`src/rtl/fir_serial_mc.sv`:
```
// Time-multiplexed multi-channel FIR: one shared multiplier walks the taps of the
// selected channel's delay line, optionally folding symmetric taps with a pre-add.
module fir_serial_mc #(
    parameter int DW   = 12,
    parameter int CW   = 12,
    parameter int TAPS = 8,
    parameter int CH   = 2,
    parameter int SYMM = 0,
    parameter int OW   = DW + CW + $clog2(TAPS),
    localparam int CHW = (CH > 1) ? $clog2(CH) : 1,
    localparam int AW  = $clog2(TAPS)
) (
    input  logic                 clk,
    input  logic                 rst,
    input  logic                 en,
    input  logic signed [DW-1:0] xin,
    input  logic [CHW-1:0]       xin_ch,
    input  logic                 coef_we,
    input  logic [AW-1:0]        coef_addr,
    input  logic signed [CW-1:0] coef_data,
    output logic                 busy,
    output logic signed [OW-1:0] yout,
    output logic [CHW-1:0]       yout_ch,
    output logic                 rdy,
    output logic                 err
);
    localparam int NC = (SYMM != 0) ? TAPS / 2 : TAPS;

    typedef enum logic [1:0] {S_IDLE, S_MAC, S_DONE} state_t;

    state_t                r_state;
    state_t                w_state_next;
    logic [AW-1:0]         r_k;
    logic [CHW-1:0]        r_ch;
    logic signed [OW-1:0]  r_acc;
    logic signed [CW-1:0]  r_coef [NC];

    logic                  w_ch_ok;
    logic                  w_accept;
    logic                  w_coef_wr;
    logic                  w_last;
    logic [AW-1:0]         w_kb;
    logic signed [DW-1:0]  w_xa [CH];
    logic signed [DW-1:0]  w_xb [CH];
    logic signed [DW:0]    w_pre;
    logic signed [CW+DW:0] w_prod;

    assign w_ch_ok   = ({1'b0, xin_ch} < (CHW+1)'(CH));
    assign w_accept  = (r_state == S_IDLE) && en && w_ch_ok;
    assign w_coef_wr = (r_state == S_IDLE) && !en && coef_we &&
                       ({1'b0, coef_addr} < (AW+1)'(NC));
    assign w_last    = (r_k == AW'(NC - 1));
    assign w_kb      = AW'(TAPS - 1) - r_k;

    genvar gi;
    generate
        for (gi = 0; gi < CH; gi++) begin : g_ch
            logic signed [DW-1:0] r_line [TAPS];

            always_ff @(posedge clk) begin
                if (rst) begin
                    for (int t = 0; t < TAPS; t++) r_line[t] <= '0;
                end else if (w_accept && (xin_ch == CHW'(gi))) begin
                    r_line[0] <= xin;
                    for (int t = 1; t < TAPS; t++) r_line[t] <= r_line[t-1];
                end
            end

            // Mirror tap is only folded in when coefficients are symmetric
            assign w_xa[gi] = r_line[r_k];
            assign w_xb[gi] = (SYMM != 0) ? r_line[w_kb] : '0;
        end
    endgenerate

    assign w_pre  = (DW+1)'(w_xa[r_ch]) + (DW+1)'(w_xb[r_ch]);
    assign w_prod = r_coef[r_k] * w_pre;

    always_ff @(posedge clk) begin
        if (rst) r_state <= S_IDLE;
        else     r_state <= w_state_next;
    end

    always_comb begin
        w_state_next = r_state;
        busy         = (r_state != S_IDLE);
        case (r_state)
            S_IDLE:  if (w_accept) w_state_next = S_MAC;
            S_MAC:   if (w_last)   w_state_next = S_DONE;
            S_DONE:  w_state_next = S_IDLE;
            default: w_state_next = S_IDLE;
        endcase
    end

    always_ff @(posedge clk) begin
        if (rst) begin
            r_k     <= '0;
            r_ch    <= '0;
            r_acc   <= '0;
            yout    <= '0;
            yout_ch <= '0;
            rdy     <= 1'b0;
            err     <= 1'b0;
        end else begin
            rdy <= 1'b0;
            if (en && ((r_state != S_IDLE) || !w_ch_ok)) err <= 1'b1;
            case (r_state)
                S_IDLE: begin
                    if (w_accept) begin
                        r_acc <= '0;
                        r_k   <= '0;
                        r_ch  <= xin_ch;
                    end
                end
                S_MAC: begin
                    r_acc <= r_acc + OW'(w_prod);
                    r_k   <= r_k + 1'b1;
                end
                S_DONE: begin
                    yout    <= r_acc;
                    yout_ch <= r_ch;
                    rdy     <= 1'b1;
                end
                default: ;
            endcase
        end
    end

    always_ff @(posedge clk) begin
        if (rst) begin
            for (int n = 0; n < NC; n++) r_coef[n] <= '0;
        end else if (w_coef_wr) begin
            r_coef[coef_addr] <= coef_data;
        end
    end
endmodule
```
`config.mk`:
```
export PLATFORM = sky130hd
export DESIGN_NAME = fir_serial_mc
export DESIGN_NICKNAME = d
export VERILOG_FILES = /design/src/rtl/fir_serial_mc.sv
export SDC_FILE = /design/constraint.sdc
export NUM_CORES = 1
export LEC_CHECK = 0
export ABC_AREA = 1
export BUFFER_PORTS_ARGS = -buffer_cell sky130_fd_sc_hd__buf_2
export CORE_MARGIN = 5
export CORE_UTILIZATION = 50
export CTS_BUF_LIST = sky130_fd_sc_hd__clkbuf_4 sky130_fd_sc_hd__clkbuf_8 sky130_fd_sc_hd__clkbuf_16
export DETAILED_ROUTE_END_ITERATION = 10
export PLACE_DENSITY = 0.65
export REMOVE_ABC_BUFFERS = 1
export SLEW_MARGIN = 20
export SYNTH_ARGS = -nofsm -noshare
export SYNTH_HDL_FRONTEND = slang
export SYNTH_SLANG_ARGS = --single-unit
```
`constraint.sdc`:
```
create_clock -name clk -period 24.3 [get_ports clk]
set_clock_uncertainty 0.05 [all_clocks]
set_input_delay 0 -clock clk [delete_from_list [all_inputs] [get_ports clk]]
set_output_delay 0 -clock clk [all_outputs]
set_load 0.01 [all_outputs]
```
# [Yosys cells after proc, flatten, opt, wreduce, memory -nomap -nowiden]
# Memories as Yosys holds them, arrays and structs flattened. A register that Yosys moved wholly into a read port is not among the register bits.
# Index checks and enable logic that the tools add are counted.
[op_classes] magnitude_cmp=1 muxes=49 eq_ne=5 add_sub_neg=3 mul=1 reduce_logical=14 n_bitwise=18
[op_table] cell="two-way mux 12 bit" count=22
[op_table] cell="case mux 27 bit (2 select lines)" count=1
[op_table] cell="adder 27 x 25 -> 27 bit" count=1
[op_table] cell="two-way mux 27 bit" count=1
[op_table] cell="multiplier 12 x 13 -> 25 bit" count=1
[op_table] cell="two-way mux 3 bit" count=8
[op_table] cell="bitwise OR 1 bit" count=16
[op_table] cell="adder 12 x 12 -> 13 bit" count=1
[op_table] cell="two-way mux 1 bit" count=13
[op_table] cell="OR reduction 12 bit" count=1
[op_table] cell="logical AND 1 bit" count=6
[op_table] cell="case mux 3 bit (2 select lines)" count=1
[op_table] cell="AND reduction 2 bit" count=3
[op_table] cell="two-way mux 2 bit" count=2
[op_table] cell="!= test 2 bit (second input constant)" count=2
[op_table] cell="case mux 2 bit (2 select lines)" count=1
[op_table] cell="nonzero test 2 bit" count=2
[op_table] cell="adder 3 x 1 -> 3 bit (second input constant)" count=1
[op_table] cell="equality test 3 bit (second input constant)" count=1
[op_table] cell="equality test 2 x 1 -> 1 bit (second input constant)" count=1
[op_table] cell="equality test 2 bit (second input constant)" count=1
[op_table] cell=">= comparator 2 bit (second input constant)" count=1
[op_table] cell="zero test 2 bit" count=1
[op_table] cell="inverter 1 -> 2 bit" count=1
[op_table] cell="other kinds (2)" count=2
[word_totals] ram_bits=288 register_bits=63 memories=3 in_bits=32 elab_cells=102 output_inout_bits=31
[memory_table] name="g_ch[0].r_line" depth=8 width=12 rd=8 rd_clocked_by_memory_dff=1 write_ports=8 line_no="58" rtl="logic signed [DW-1:0] r_line [TAPS];"
[memory_table] name="g_ch[1].r_line" depth=8 width=12 rd=8 rd_clocked_by_memory_dff=1 write_ports=8 line_no="58"
[memory_table] name="r_coef" depth=8 width=12 rd=1 rd_clocked_by_memory_dff=1 write_ports=8 line_no="36" rtl="logic signed [CW-1:0] r_coef [NC];"

# [Depth between registers and ports, before layout]
# Gate-level depths: netlist of the first run.
[depth] ltp_word=8 mapped_depth=34 ltp_nobuf=31

# [Worst setup path before layout of the first run]
# No wires, ideal clock.
[synth_timing] path_kind="register to register" from="reg r_state[1]" to="mem g_ch[0].r_line[0][0], enable pin" path_slack_ps=15976 n_path_buf=0 path_stages_with_launch=6 setup_ps=686 arrival_ps=7588 period_less_slack_ps=8324 required_ps=23564 cell_sequence="dfxtp_1 -> nor2_1 -> inv_1 -> nor2_1 -> inv_1 -> o21ai_0"
[synth_lines] item="start: declaration" line_no="31" rtl="state_t r_state;"
[synth_lines] item="start signal: assignment" line_no="80" rtl="else r_state <= w_state_next;"
[synth_lines] item="end: declaration" line_no="58"

==> flow_summary.json, run 1 <==
{
  "required_ns": 24.71,
  "io_pins": 63,
  "final_cells": 3128,
  "yosysWarnings": 0,
  "crit_path_frequent_cell": "inv_1",
  "hold_path.class": "primary input to flip-flop",
  "post-route-drc-count": 0,
  "num-nets-final": 2784,
  "yosysTopAreaCellShare_pct": 38.5,
  "synth_area_leaders": "edfxtp_1 (39%), fa_1 (16%), inv_1 (7.6%), nor2_1 (7.4%), dfxtp_1 (5.9%)",
  "vias": 16523,
  "grt_setup_unrepaired": "false",
  "clock_sinks": 354,
  "synth_area_um2": 22500,
  "die_area_um2": 49200,
  "combPwrFrac_pct": 64.3,
  "ctsResizeCount": 0,
  "layout-drive-gt1-share_pct": 7.42,
  "syn_avg_cell_area_um2": 9.10,
  "power_density_nw_per_um2": 153,
  "cp-end-kind": "flip-flop",
  "cpPeakStageDelay_ns": 1.10,
  "die_x_um": 222,
  "coreArea_um2": 44300,
  "p_leak_nw": 11.0,
  "n_fill_cell": 3971,
  "fin_crit_ns": 8.28,
  "cp-start-kind": "flip-flop",
  "grt_pass1_wl_mm": 90.0,
  "drtIter0Drc": 1427,
  "yosys-top-cells-count": "inv_1 (456), nor2_1 (442), nand2_1 (292)",
  "gp_congestion": 0.915,
  "seq_power_share_pct": 19.0,
  "ys_seq_elements": 354,
  "setup_violations": 0,
  "path_class": "flip-flop to flip-flop",
  "worst_hold_slack_ns": 0.0257,
  "portBuffers": 62,
  "dp_hpwl_mm": 37.5,
  "htree_levels": 2,
  "maxCapViolations": 0,
  "yosysSeqAreaShare_pct": 44.4,
  "hold_violations": 0,
  "antenna_found_initial": 0,
  "grt_max_degree": 88,
  "cts_tree": "done",
  "slew_viol_final": 0,
  "yosys.cell_count.top_type": "inv_1",
  "crit_arrival_ns": 8.69,
  "fmax_ghz": 0.121,
  "tightest_slew_ns": 1.11,
  "initial_core_util_pct": 50.7,
  "clk_latency_ns": 0.57,
  "area.growth.synth_to_final_pct": 10.3,
  "path_max_fanout": 63,
  "row_count": 77,
  "irDropWorstVdd_mv": 0.140,
  "critPathSlowestCell": "fa_1",
  "clkPwrFrac_pct": 16.7,
  "wl_per_cell_um": 17.7,
  "ys_async_sr_fraction_pct": 0,
  "p_switching_mw": 1.82,
  "synthFlopType": "edfxtp_1",
  "slew_headroom_pct": 25.8,
  "wl_mm": 55.3,
  "post-route-util_pct": 55.9,
  "root_buffer": "clkbuf_16",
  "syn_inst": 2466,
  "finalCritPeriodShare_pct": 34.1,
  "dp_cells": 3024,
  "cts_buffers": 41,
  "drt_pass1_iterations": 5,
  "grt_pass1_vias": 16694,
  "cellInternalPower_mw": 1.96,
  "vias_per_cell": 5.28,
  "die_h_um": 222,
  "status": "finished clean",
  "synth-edff-count": 288,
  "cts_max_path_buffers": 3,
  "grtUsageTotal_pct": 22.7,
  "yosysTopAreaCell": "edfxtp_1",
  "grt_overflow_total": 0,
  "path_clk_slew_ns": 0.06,
  "postRouteAntennaNets": 0,
  "yosys.cell_types.count": 36,
  "total_power_mw": 3.78,
  "fin_setup_tns_ns": 0,
  "p_sw_share_pct": 48.2
}
-- final timing paths --
path,startpoint,endpoint,slack [ns],cells after the start
worst max-delay path,flip-flop,r_acc[26],16.02,31
worst min-delay path,xin_ch,g_ch[0].r_line[0][10],0.03,2
worst min register to register,r_acc[9],r_acc[9],0.42,2
worst max register to register,flip-flop,r_acc[26],16.02,31
-- cell families (layout without fill, tap and decap cells) --
kind of cell	count (synthesis)	after routing	share of synthesized area, %
buf+inv	585	654	10.6
other cells	0	1	0
fa+ha+maj	250	250	19.8
flops	354	354	44.4
compound gates	386	386	9.12
simple gates	886	886	15.9
xor+xnor	5	5	0.195
-- worst max-delay path: cells and delay by family (launching register included) --
kind / cells / cell delay, ns
adders and majority gates: 7 / 3.86
AOI/OAI and AO/OA: 3 / 0.39
DFF: 1 / 0.31
buffers and inverters: 9 / 1.93
and+or+nand+nor: 12 / 1.59
-- power groups by stage --
stage          Sequential (mW)  Clock, mW  Combinational [mW]
6_report                 0.717      0.632                2.43
2_1_floorplan            0.730          0                1.77
5_1_grt                  0.721      0.670                2.79
3_5_place_dp             0.729          0                2.39
3_3_place_gp             0.728          0                2.37
4_1_cts                  0.717      0.642                2.42
-- cell type report --
cell class / instances / area, µm² / share of cell area (%)
Multi-Input combinational cell: 1527 / 10200 / 41.0
Sequential cell: 354 / 9970 / 40.3
Inverter: 476 / 1790 / 7.24
Clock buffer: 60 / 1230 / 4.99
Tap cell: 592 / 741 / 2.99
Timing Repair Buffer: 102 / 696 / 2.81
Clock inverter: 16 / 164 / 0.662
Antenna cell: 1 / 2.50 / 0.0101
-- flip-flops by register name, indices dropped and copies added, names as in the netlist, named ones only --
name         flops
g_ch.r_line    192
r_coef          96
r_acc           27
yout            27
r_k              3
r_state          2
err              1
r_ch             1
rdy              1
yout_ch          1
-- cells in the final DEF (no fill, tap or decap), types with 7 or more instances in the layout --
master           n
inv_1          456
nor2_1         440
nand2_1        292
edfxtp_1       288
fa_1           175
a21oi_1        173
o21ai_0        134
nand3_1        112
ha_1            75
dfxtp_1         64
buf_2           62
clkbuf_16       43
o21ai_1         35
dlygate4sd3_1   26
inv_2           16
o22ai_1         14
buf_4           13
clkbuf_4        12
a32o_1          10
nand2_2         10
nand4_1         10
a22oi_1          7
nand3b_1         7
nor3_1           7
-- through the flow --
| step | cell area, µm² | worst slack [ns] |
|---|---|---|
| floorplan | 21900 | 14.97 |
| global placement | 23100 | 16.22 |
| detailed placement | 23100 | 16.07 |
| CTS | 24700 | 16.00 |
| global route | 24800 | 15.32 |
| finish | 24800 | 16.02 |
-- routing by layer --
metal / wire, µm / vias up / track usage [%]
li1: - / 7905 / -
met2: 25400 / 502 / 36.1
met4: 1310 / 0 / 5.89
met1: 24400 / 8032 / 32.1
met3: 4170 / 84 / 4.63
met5: 0 / - / 0
-- timing repair --
item,4_1_cts,5_1_grt
endpoints found under the setup margin,0,0
hold buffers,26,0
setup buffers,0,0
endpoints found under the hold margin,127,0
(Power assumes the default switching activity.)
==> run 2, diff against run 1 <==
Settings changed: PLACE_DENSITY 0.65 to 0.68.
Clock period 24.3 ns to 7.1 ns, I/O delays scaled along.
==> run 2 against run 1 <==
Die area did not move; first-iteration DRC count rose by 0.21%; utilization rose by 0.42 points; global-route usage rose by 0.47 points; via count rose by 0.80%; total power rose to 3.4 times the previous value; critical path depth fell by 6; design area rose by 0.76%; non-clock buffer count rose by 23; worst hold slack improved by 0.054 ns; wire length rose by 1.8%; worst setup slack got worse by 16 ns; critical path type unchanged; highest routed layer unchanged.
==> flow_summary.json, run 2 (synthesized netlist as in run 1, its figures left out) <==
{
  "status": "finished clean",
  "setup_violations": 0,
  "post_cts_buffers": 0,
  "cpPeakStageDelay_ns": 0.69,
  "cts_buffers": 40,
  "power_density_nw_per_um2": 519,
  "cp-end-kind": "flip-flop",
  "path_clk_slew_ns": 0.06,
  "clock_sinks": 354,
  "vias_per_cell": 5.29,
  "grt_setup_unrepaired": "false",
  "dp_slack_ns": 0.407,
  "cts_max_path_buffers": 3,
  "critPathSlowestCell": "fa_1",
  "regMostFlops": "g_ch.r_line",
  "largestRegisters": "g_ch.r_line x192, r_coef x96",
  "die_h_um": 222,
  "cp_num_buf_inv": 6,
  "largest_reg_flops": 192,
  "root_buffer": "clkbuf_16",
  "antenna_found_initial": 1,
  "drtIter0Drc": 1430,
  "die_x_um": 222,
  "dp_cells": 3047,
  "finalCritPeriodShare_pct": 95.1,
  "wl_mm": 56.3,
  "cts_tree": "done",
  "final_cell_mix": "inv_1 (456), nor2_1 (440), nand2_1 (291), edfxtp_1 (288), fa_1 (175)",
  "num-nets-final": 2806,
  "crit_path_frequent_cell": "fa_1",
  "vias": 16655,
  "grtUsageTotal_pct": 23.1,
  "irDropWorstVdd_mv": 0.578,
  "layout-drive-gt1-share_pct": 8.26,
  "area.growth.synth_to_final_pct": 11.1,
  "n_fill_cell": 3982,
  "slew_headroom_pct": 36.5,
  "grt_pass1_vias": 16704,
  "maxCapViolations": 0,
  "portBuffers": 62,
  "grt_overflow_total": 0,
  "grt_max_degree": 81,
  "postRouteAntennaNets": 0,
  "initial_core_util_pct": 50.7,
  "post-route-drc-count": 0,
  "required_ns": 7.48,
  "crit_arrival_ns": 7.13,
  "coreArea_um2": 44300,
  "drt_pass1_iterations": 8,
  "setup_ws_ns": 0.351,
  "wl_per_cell_um": 17.9,
  "fmax_ghz": 0.148,
  "layout_commonest_cell": "inv_1",
  "gp_congestion": 0.955,
  "hold_path.class": "primary input to flip-flop",
  "row_count": 77,
  "io_pins": 63,
  "cp-start-kind": "flip-flop",
  "hold_violations": 0,
  "tightest_slew_ns": 0.950,
  "htree_levels": 2,
  "slew_viol_final": 0,
  "clk_latency_ns": 0.57,
  "post-route-util_pct": 56.3,
  "p_leak_nw": 11.2,
  "dp_hpwl_mm": 38.9,
  "path_max_fanout": 56,
  "fin_crit_ns": 6.75,
  "die_area_um2": 49200,
  "path_class": "flip-flop to flip-flop",
  "grt_pass1_wl_mm": 91.7,
  "final_cells": 3148,
  "cpLargestDelayFamily": "adder cells"
}
run 2: cell types whose count changed in the layout (fill, tap and decap cells not counted), sizes merged:
cell,before,now
inv,474,475
buf,76,98
clkinv,15,6
bufinv,2,0
dlygate4sd3,26,27
clkbuf,60,67
run 2: routing by layer:
layer | track usage [%] | wire length [µm]
met3 | 4.17 | 4340
met5 | 0 | 0
met2 | 36.4 | 25700
met1 | 33.1 | 24700
met4 | 6.94 | 1550
run 2: path summary, 6_finish.rpt:
kind	from	slack (ns)	to	cells after the start
max	flip-flop	0.35	r_acc[21]	25
min	xin_ch	0.08	r_ch	4
max reg2reg	flip-flop	0.35	r_acc[21]	25
min reg2reg	r_acc[6]	0.42	r_acc[6]	2
run 2: cell type report:
cell class              count  area, µm²  area share, %
diodes                      1       2.50         0.0100
well taps                 592        741           2.97
inverters                 476       1790           7.19
clock buffers              67       1280           5.12
clock inverters             6       75.1          0.301
repair buffers            125        925           3.71
flip-flops and latches    354       9970           40.0
multi-input cells        1527      10200           40.7
run 2: timing repair:
item / in CTS / in global routing
hold buffers: 27 / 0
gates resized for setup: 0 / 3
setup endpoints to repair: 0 / 6
hold endpoints to repair: 147 / 0
run 2: stage by stage:
stage / instance area, µm² / hold WS, ns / setup TNS, ns / total power, mW
floorplan: 21900 / 0.0191 / -266.82 / 8.56
global placement: 23300 / 0.196 / 0 / 10.6
detailed placement: 23300 / 0.217 / 0 / 10.7
CTS: 24900 / 0.0610 / 0 / 12.9
global route: 24900 / 0.119 / 0 / 14.3
finish: 24900 / 0.0795 / 0 / 12.9
run 2: where the power goes:
part	switching (mW)	total [mW]	internal, mW	leakage (nW)
Clock	0.859	2.10	1.24	0.679
Sequential	0.0544	2.44	2.39	3.55
Combinational	5.38	8.40	3.02	6.93
Total	6.29	12.9	6.65	11.2
run 2: tightest hold or removal path, delay by kind of cell:
family                 cells  cell delay (ns)
AO/OA/AOI/OAI              2             0.24
buffers and inverters      2             0.42
